$ cat src/rtl/div_pipe_sgn.sv
// div_pipe_sgn: pipelined signed/unsigned restoring divider with stall, bubbles and divide-by-zero flag
module div_pipe_sgn #(
    parameter int DATA_W          = 32,
    parameter int OPERS_PER_STAGE = 8
) (
    input  logic              clk,
    input  logic              rst_n,
    input  logic              en,
    input  logic              valid_i,
    input  logic              signed_i,
    input  logic [DATA_W-1:0] dividend,
    input  logic [DATA_W-1:0] divisor,
    output logic              valid_o,
    output logic [DATA_W-1:0] quotient,
    output logic [DATA_W-1:0] remainder,
    output logic              dbz_o
);
    localparam int N = DATA_W / OPERS_PER_STAGE;
    localparam logic [DATA_W-1:0] smin = {1'b1, {(DATA_W-1){1'b0}}};

    if (DATA_W < 2 || DATA_W % OPERS_PER_STAGE != 0) begin : g_chk
        $error("div_pipe_sgn: DATA_W must be >= 2 and a multiple of OPERS_PER_STAGE");
    end

    logic [N:0] v, sq, sr, dbz, ovf;
    logic [DATA_W-1:0] rem [0:N];
    logic [DATA_W-1:0] qd  [0:N];
    logic [DATA_W-1:0] dvs [0:N];
    logic [DATA_W-1:0] r_n [0:N-1];
    logic [DATA_W-1:0] q_n [0:N-1];
    logic [DATA_W-1:0] r_c, q_c, ad, av;
    logic [DATA_W:0] t;
    logic sd, sv, z, o;

    always_comb begin
        sd = signed_i & dividend[DATA_W-1];
        sv = signed_i & divisor[DATA_W-1];
        ad = sd ? -dividend : dividend;
        av = sv ? -divisor : divisor;
        z  = divisor == '0;
        o  = signed_i && dividend == smin && divisor == '1;
    end

    // qd shifts dividend bits out the top and quotient bits in the bottom
    always_comb begin
        r_n = '{default: '0};
        q_n = '{default: '0};
        r_c = '0;
        q_c = '0;
        t   = '0;
        for (int s = 0; s < N; s++) begin
            r_c = rem[s];
            q_c = qd[s];
            for (int k = 0; k < OPERS_PER_STAGE; k++) begin
                t   = {r_c, q_c[DATA_W-1]};
                q_c = {q_c[DATA_W-2:0], t >= {1'b0, dvs[s]}};
                r_c = t >= {1'b0, dvs[s]} ? DATA_W'(t - {1'b0, dvs[s]}) : t[DATA_W-1:0];
            end
            r_n[s] = r_c;
            q_n[s] = q_c;
        end
    end

    always_ff @(posedge clk or negedge rst_n) begin
        if (!rst_n) begin
            v         <= '0;
            sq        <= '0;
            sr        <= '0;
            dbz       <= '0;
            ovf       <= '0;
            rem       <= '{default: '0};
            qd        <= '{default: '0};
            dvs       <= '{default: '0};
            valid_o   <= 1'b0;
            quotient  <= '0;
            remainder <= '0;
            dbz_o     <= 1'b0;
        end else if (en) begin
            v      <= {v[N-1:0], valid_i};
            sq     <= {sq[N-1:0], sd ^ sv};
            sr     <= {sr[N-1:0], sd};
            dbz    <= {dbz[N-1:0], z};
            ovf    <= {ovf[N-1:0], o};
            rem[0] <= '0;
            qd[0]  <= ad;
            dvs[0] <= av;
            for (int s = 0; s < N; s++) begin
                rem[s+1] <= r_n[s];
                qd[s+1]  <= q_n[s];
                dvs[s+1] <= dvs[s];
            end
            valid_o   <= v[N];
            quotient  <= dbz[N] ? '1 : ovf[N] ? smin : sq[N] ? -qd[N] : qd[N];
            // with a zero divisor rem holds |dividend|, so the sign fix-up restores the original
            remainder <= ovf[N] ? '0 : sr[N] ? -rem[N] : rem[N];
            dbz_o     <= v[N] & dbz[N];
        end
    end
endmodule

$ cat config.mk
export PLATFORM = sky130hd
export DESIGN_NAME = div_pipe_sgn
export DESIGN_NICKNAME = d
export VERILOG_FILES = /design/src/rtl/div_pipe_sgn.sv
export SDC_FILE = /design/constraint.sdc
export NUM_CORES = 2
export LEC_CHECK = 0
export BUFFER_PORTS_ARGS = -buffer_cell sky130_fd_sc_hd__buf_2
export CAP_MARGIN = 20
export CORE_ASPECT_RATIO = 1.25
export CORE_MARGIN = 5
export CORE_UTILIZATION = 35
export CTS_CLUSTER_SIZE = 12
export DETAILED_ROUTE_END_ITERATION = 7
export REMOVE_ABC_BUFFERS = 1
export SYNTH_ARGS = -nofsm -noshare
export SYNTH_HDL_FRONTEND = slang
export SYNTH_SLANG_ARGS = --single-unit
$ cat constraint.sdc
create_clock -name clk -period 33.8 [get_ports clk]
set_clock_uncertainty 0.2 [all_clocks]
set_input_delay 3.38 -clock clk [delete_from_list [all_inputs] [get_ports clk]]
set_output_delay 3.38 -clock clk [all_outputs]
set_load 0.005 [all_outputs]
== After elaboration in Yosys (flattened, before gate mapping) ==
Index checks and enable logic that the tools add are counted.
Word-level totals
  word-level logic and storage cells: 138
  register bits after elaboration: 507
  output and inout port bits: 66
  bits of input ports: 69
Cells by class
  equal/unequal tests: 2
  $lt $le $gt $ge: 32
  add/sub/neg operators: 36
  muxes and demuxes: 39
  reduce and logical (&&, ||, !) cells: 3
  bitwise gates (word level): 4
Operators by type and width (number)
  32-bit 2-to-1 mux: 39
  33-bit by 32-bit >= comparator with 1-bit output: 31
  32-bit subtractor: 31
  32-bit negator: 4
  32-bit == test (second input constant): 2
  1-bit by 32-bit >= comparator with 1-bit output: 1
  32-bit zero test: 1
  1-bit by 32-bit subtractor with 32-bit output: 1
  1-bit bitwise AND: 3
  1-bit logical AND: 2
  1-bit XOR: 1

== Logic depth before layout (Yosys ltp) ==
  depth in word-level cells: 16
  gate-level depth with buffers: 133
  depth with buffers taken out: 117

== Worst setup path after synthesis ==
Ideal clock, no wire load.
  path kind: register to register
  start: register dvs[65] (netlist name)
  end: register rem[33] (netlist name)
  data required time: 33518 ps
  buffers on the path: 19
  arrival: 25659 ps
  stages on the path, launching flop included: 126
  slack: 7859 ps
  path through: dfrtp_1 -> inv_1 -> ha_1 -> nand3b_1 -> a21o_1 -> a21oi_1 -> o21ai_1 -> o2111ai_1 -> and2_1 -> buf_2 -> buf_1 -> mux2_2 -> ha_1 -> nand2_1 -> o21ai_0 -> nor3_1 -> a21oi_1 -> a211oi_1 -> [... 90 more ...] -> nor2b_1 -> o21ai_0 -> a21boi_0 -> o21ai_0 -> a21boi_0 -> o21ai_0 -> a21o_1 -> a21oi_1 -> a41oi_1 -> a21oi_1 -> a31oi_1 -> o311ai_0 -> a21o_1 -> a21o_1 -> a21boi_0 -> clkbuf_1 -> nand3_1 -> a31oi_1
On the way
  cells in the longest elaborated chain, start to end: 16
  elaborated cells between the ends (all ways): 24
Ends and longest elaborated chain
  from (decl): line 28  | logic [DATA_W-1:0] dvs [0:N];
  from (signal, indexed assignment): line 90  | dvs[s+1] <= dvs[s];
  32-bit subtractor / 33-bit by 32-bit >= comparator with 1-bit output (equally long branches): line 57  | r_c = t >= {1'b0, dvs[s]} ? DATA_W'(t - {1'b0, dvs[s]}) : t[DATA_W-1:0];
  32-bit 2-to-1 mux: line 57
  32-bit subtractor / 33-bit by 32-bit >= comparator with 1-bit output (equally long branches): line 57
  32-bit 2-to-1 mux: line 57
  32-bit subtractor / 33-bit by 32-bit >= comparator with 1-bit output (equally long branches): line 57
  32-bit 2-to-1 mux: line 57
  32-bit subtractor / 33-bit by 32-bit >= comparator with 1-bit output (equally long branches): line 57
  32-bit 2-to-1 mux: line 57
  32-bit subtractor / 33-bit by 32-bit >= comparator with 1-bit output (equally long branches): line 57
  32-bit 2-to-1 mux: line 57
  32-bit subtractor / 33-bit by 32-bit >= comparator with 1-bit output (equally long branches): line 57
  32-bit 2-to-1 mux: line 57
  33-bit by 32-bit >= comparator with 1-bit output / 32-bit subtractor (equally long branches): line 57
  32-bit 2-to-1 mux: line 57
  32-bit subtractor / 33-bit by 32-bit >= comparator with 1-bit output (equally long branches): line 57
  32-bit 2-to-1 mux *: line 57
  to (signal, indexed assignment): line 88  | rem[s+1] <= r_n[s];
  to (decl): line 26  | logic [DATA_W-1:0] rem [0:N];
Every way passes the cells marked *; elsewhere a longest branch is shown, timed or not.
A chain may end at the register's enable or synchronous reset.

== Worst setup path after layout ==
  start: register dvs[64] (netlist name)
  end: register rem[63] (netlist name)
On the way
  cells in the longest elaborated chain, start to end: 16
  elaborated cells between the ends (all ways): 24
Ends and longest elaborated chain (line)
  32-bit subtractor / 33-bit by 32-bit >= comparator with 1-bit output (equally long branches): 57
  32-bit 2-to-1 mux: 57
  32-bit subtractor / 33-bit by 32-bit >= comparator with 1-bit output (equally long branches): 57
  32-bit 2-to-1 mux: 57
  32-bit subtractor / 33-bit by 32-bit >= comparator with 1-bit output (equally long branches): 57
  32-bit 2-to-1 mux: 57
  32-bit subtractor / 33-bit by 32-bit >= comparator with 1-bit output (equally long branches): 57
  32-bit 2-to-1 mux: 57
  32-bit subtractor / 33-bit by 32-bit >= comparator with 1-bit output (equally long branches): 57
  32-bit 2-to-1 mux: 57
  32-bit subtractor / 33-bit by 32-bit >= comparator with 1-bit output (equally long branches): 57
  32-bit 2-to-1 mux: 57
  32-bit subtractor / 33-bit by 32-bit >= comparator with 1-bit output (equally long branches): 57
  32-bit 2-to-1 mux: 57
  32-bit subtractor / 33-bit by 32-bit >= comparator with 1-bit output (equally long branches): 57
  32-bit 2-to-1 mux *: 57
Marked as above.

==> impl_metrics.ini <==
[worst_setup_path]
timing.rr.start = dvs[64]
worstSetupStartpointType = register
slowest_stage = a21boi_2
cp_common_cell = o21ai_0
end_kind = register
critPathRequiredTime_ns = 34.16
r2r_slack_ns = 1.98
reg2reg_to = rem[63]
path_max_fanout = 39
cp_slowest_stage_delay_ns = 0.85
crit_type = register to register
worstRegToRegCells = 117
cp.arrival_ns = 32.18

[clock_tree]
cts_buffer_depth = 3
cts_tree = done
postCtsHoldBufs = 0
cts.clk_slew.worst_paths_ns = 0.06
clock_latency_ns = 0.71
cts_buffers = 58
root_buffer = clkbuf_16
htree_levels = 2
cts.sinks = 507

[detailed_routing]
drc = 0
drt_wl_total_um = 306000
dr.pass1.iters = 8
wl_per_cell_um = 22.7
drt-vias-per-instance = 5.85
vias = 79000
ant_nets = 0
drt_iter0_drc = 6271

[yosys]
yosysSeqAreaShare = 0.157
yosys_warnings = 0
synth-edff-count = 0
synth_cell_types = 112
synth_seq_cells = 507
synth.avg_cell_area_sq_um = 7.82
synth_area_sq_um = 80700
ys_async_sr_fraction = 1.00
syn_inst = 10300
ys.flop_type = dfrtp_1

[die]
placementRows = 197
die_w_um = 439
die_area_sq_um = 240000
ios = 135
fp.dieH_um = 547
start_util = 0.351
core_area_sq_um = 230000

[placed_design]
port_buffers = 134
hpwl_um = 246000
place.gp.congestion = 0.997

[layout]
drive_above_1_share = 0.106
final_net_count = 11500
syn2layout_area_growth_pct = 8.31
nFillCells = 23800

[global_route]
antenna_found_initial = 14
grt_overflow = 0
grt_pass1_wl_um = 457000
grt_max_degree = 211
grt_use_total = 0.242
grt_pass1_vias = 77100

[sta]
final_max_slew_viol_count = 0
setup_tns_ns = 0
finalHoldViolCount = 0
fmax_mhz = 31.4
finalCriticalPeriod_ns = 31.82
rsz0062_at_grt = no
worstMarginPinSlew_ns = 1.12
setup_viol = 0
slew_headroom = 0.250
fin_crit_sh = 0.941

[hold_path]
min_path_cells = 2
hold_start = dvs[85]
min_path_type = register to register
hold_end = dvs[53]

[status]
status = finished clean

[job]
drv_cap = 0
layout make-up:
class,count,area (sq um),area share
clock inverter,21,358,0.00410
antenna,8,20.0,0.000229
clock buffer,82,1660,0.0190
sequential,507,12700,0.145
inverter,526,1990,0.0228
multi-input combinational,8982,64800,0.742
timing repair buffer,298,1980,0.0226
tap,3084,3860,0.0442
worst max-delay path by stage:
stage               startpoint  endpoint  slack (ns)  cells after the start
floorplan              dvs[65]   rem[32]        4.10                    108
global placement       dvs[97]   rem[76]        2.10                    115
detailed placement     dvs[65]   rem[32]        1.63                    115
CTS                    dvs[65]   rem[32]        1.41                    115
global route           dvs[97]   rem[76]        0.13                    116
finish                 dvs[64]   rem[63]        1.98                    117
Yosys cell counts (41+ instances only):
cell type  count  area (sq um)
a31oi_1      104           651
nand2b_1     129           807
dfrtp_1      507         12700
clkbuf_1     200           751
o21a_1       144          1080
nor4_1        65           407
o211ai_1      57           428
nand4_1      154           963
and2_1        95           594
o21ai_0      664          3320
ha_1         999         12500
nand3_1      221          1110
nor3_1       168           841
mux2i_1      164          1640
inv_1        522          1960
or3_1         90           563
and3_1        91           569
nand2_1      855          3210
buf_2         41           205
a21oi_1     1049          5250
xnor2_1      604          5290
nor2b_1      142           888
or2_2         52           325
a21boi_0      78           586
xor2_1       298          2610
o31ai_1       75           563
mux2_2       547          6160
o21bai_1     133           998
a211oi_1      82           616
a21o_1       414          3110
a211o_1       44           385
nor2_1       847          3180
cells by family after synthesis:
| group | synth area share |
|---|---|
| AO/OA/AOI/OAI | 0.263 |
| AND/OR/NAND/NOR | 0.178 |
| adder cells (fa/ha/maj) | 0.163 |
| XOR/XNOR | 0.0979 |
| buffers and inverters | 0.0410 |
| multiplexers | 0.0999 |
| flip-flops | 0.157 |
per-stage QoR:
stage | hold WS (ns) | setup WS [ns] | std cells | utilization | area (sq um)
floorplan | 0.241 | 4.10 | 10000 | - | 79300
global placement | 0.258 | 2.10 | 13400 | 0.370 | 85200
detailed placement | 0.263 | 1.63 | 13400 | 0.370 | 85200
CTS | 0.241 | 1.41 | 13500 | 0.379 | 87200
global route | 0.282 | 0.127 | 13500 | 0.380 | 87400
finish | 0.241 | 1.98 | 13500 | 0.380 | 87400
cells in the final DEF (no fill, tap or decap), drive strengths merged, types with 30 or more instances in the layout:
cell type  netlist  final
mux2i          164    164
or3             90     90
o21ai          685    685
or2             56     56
a221o           30     30
o31ai           79     79
a21o           414    414
nand4          154    154
nor4            67     67
a211o           44     44
and4            31     31
inv            524    524
nor2b          142    142
nor3           170    170
nor2           848    848
clkbuf         200     82
and3            91     91
o2bb2ai         37     37
o21bai         133    133
nand2          856    856
a21boi          82     83
nand3          221    221
a31oi          104    104
nand2b         129    129
a211oi          87     87
dfrtp          507    507
buf            100    298
o31a            31     31
a2111oi         30     30
a21oi         1050   1050
ha             999    999
xnor2          604    604
fa              31     31
mux2           569    569
and2            97     97
o211ai          59     59
o21a           145    145
xor2           298    298
layer usage:
layer	GRT usage	vias to the layer above	wire length (um)
li1	-	38100	-
met1	0.289	37900	125000
met2	0.418	2330	145000
met3	0.0295	676	15600
met4	0.140	10	21000
met5	0	-	49
worst max-delay path, delay by kind of cell, from the launching register on:
family	cells	cell delay (ns)
buffers and inverters	9	2.03
AND/OR/NAND/NOR	21	4.67
flip-flops	1	0.83
XOR/XNOR	1	0.17
adder cells (fa/ha/maj)	9	3.01
AO/OA/AOI/OAI	75	19.66
multiplexers	2	0.98
timing repair:
action,CTS,global route
setup endpoints to repair,0,65
resized for setup,0,16
endpoints found under the hold margin,0,0
setup buffers,0,4
registers in the layout (all words and copies together), names as in the netlist:
name,cells
v,5
remainder,32
valid_o,1
quotient,32
rem,128
sq,5
dvs,128
qd,64
dbz_o,1
q_c,24
q_n,72
dbz,5
ovf,5
sr,5
Power is not shown: default switching activity piles up to over one toggle a cycle in this logic, so the estimate is an artifact.
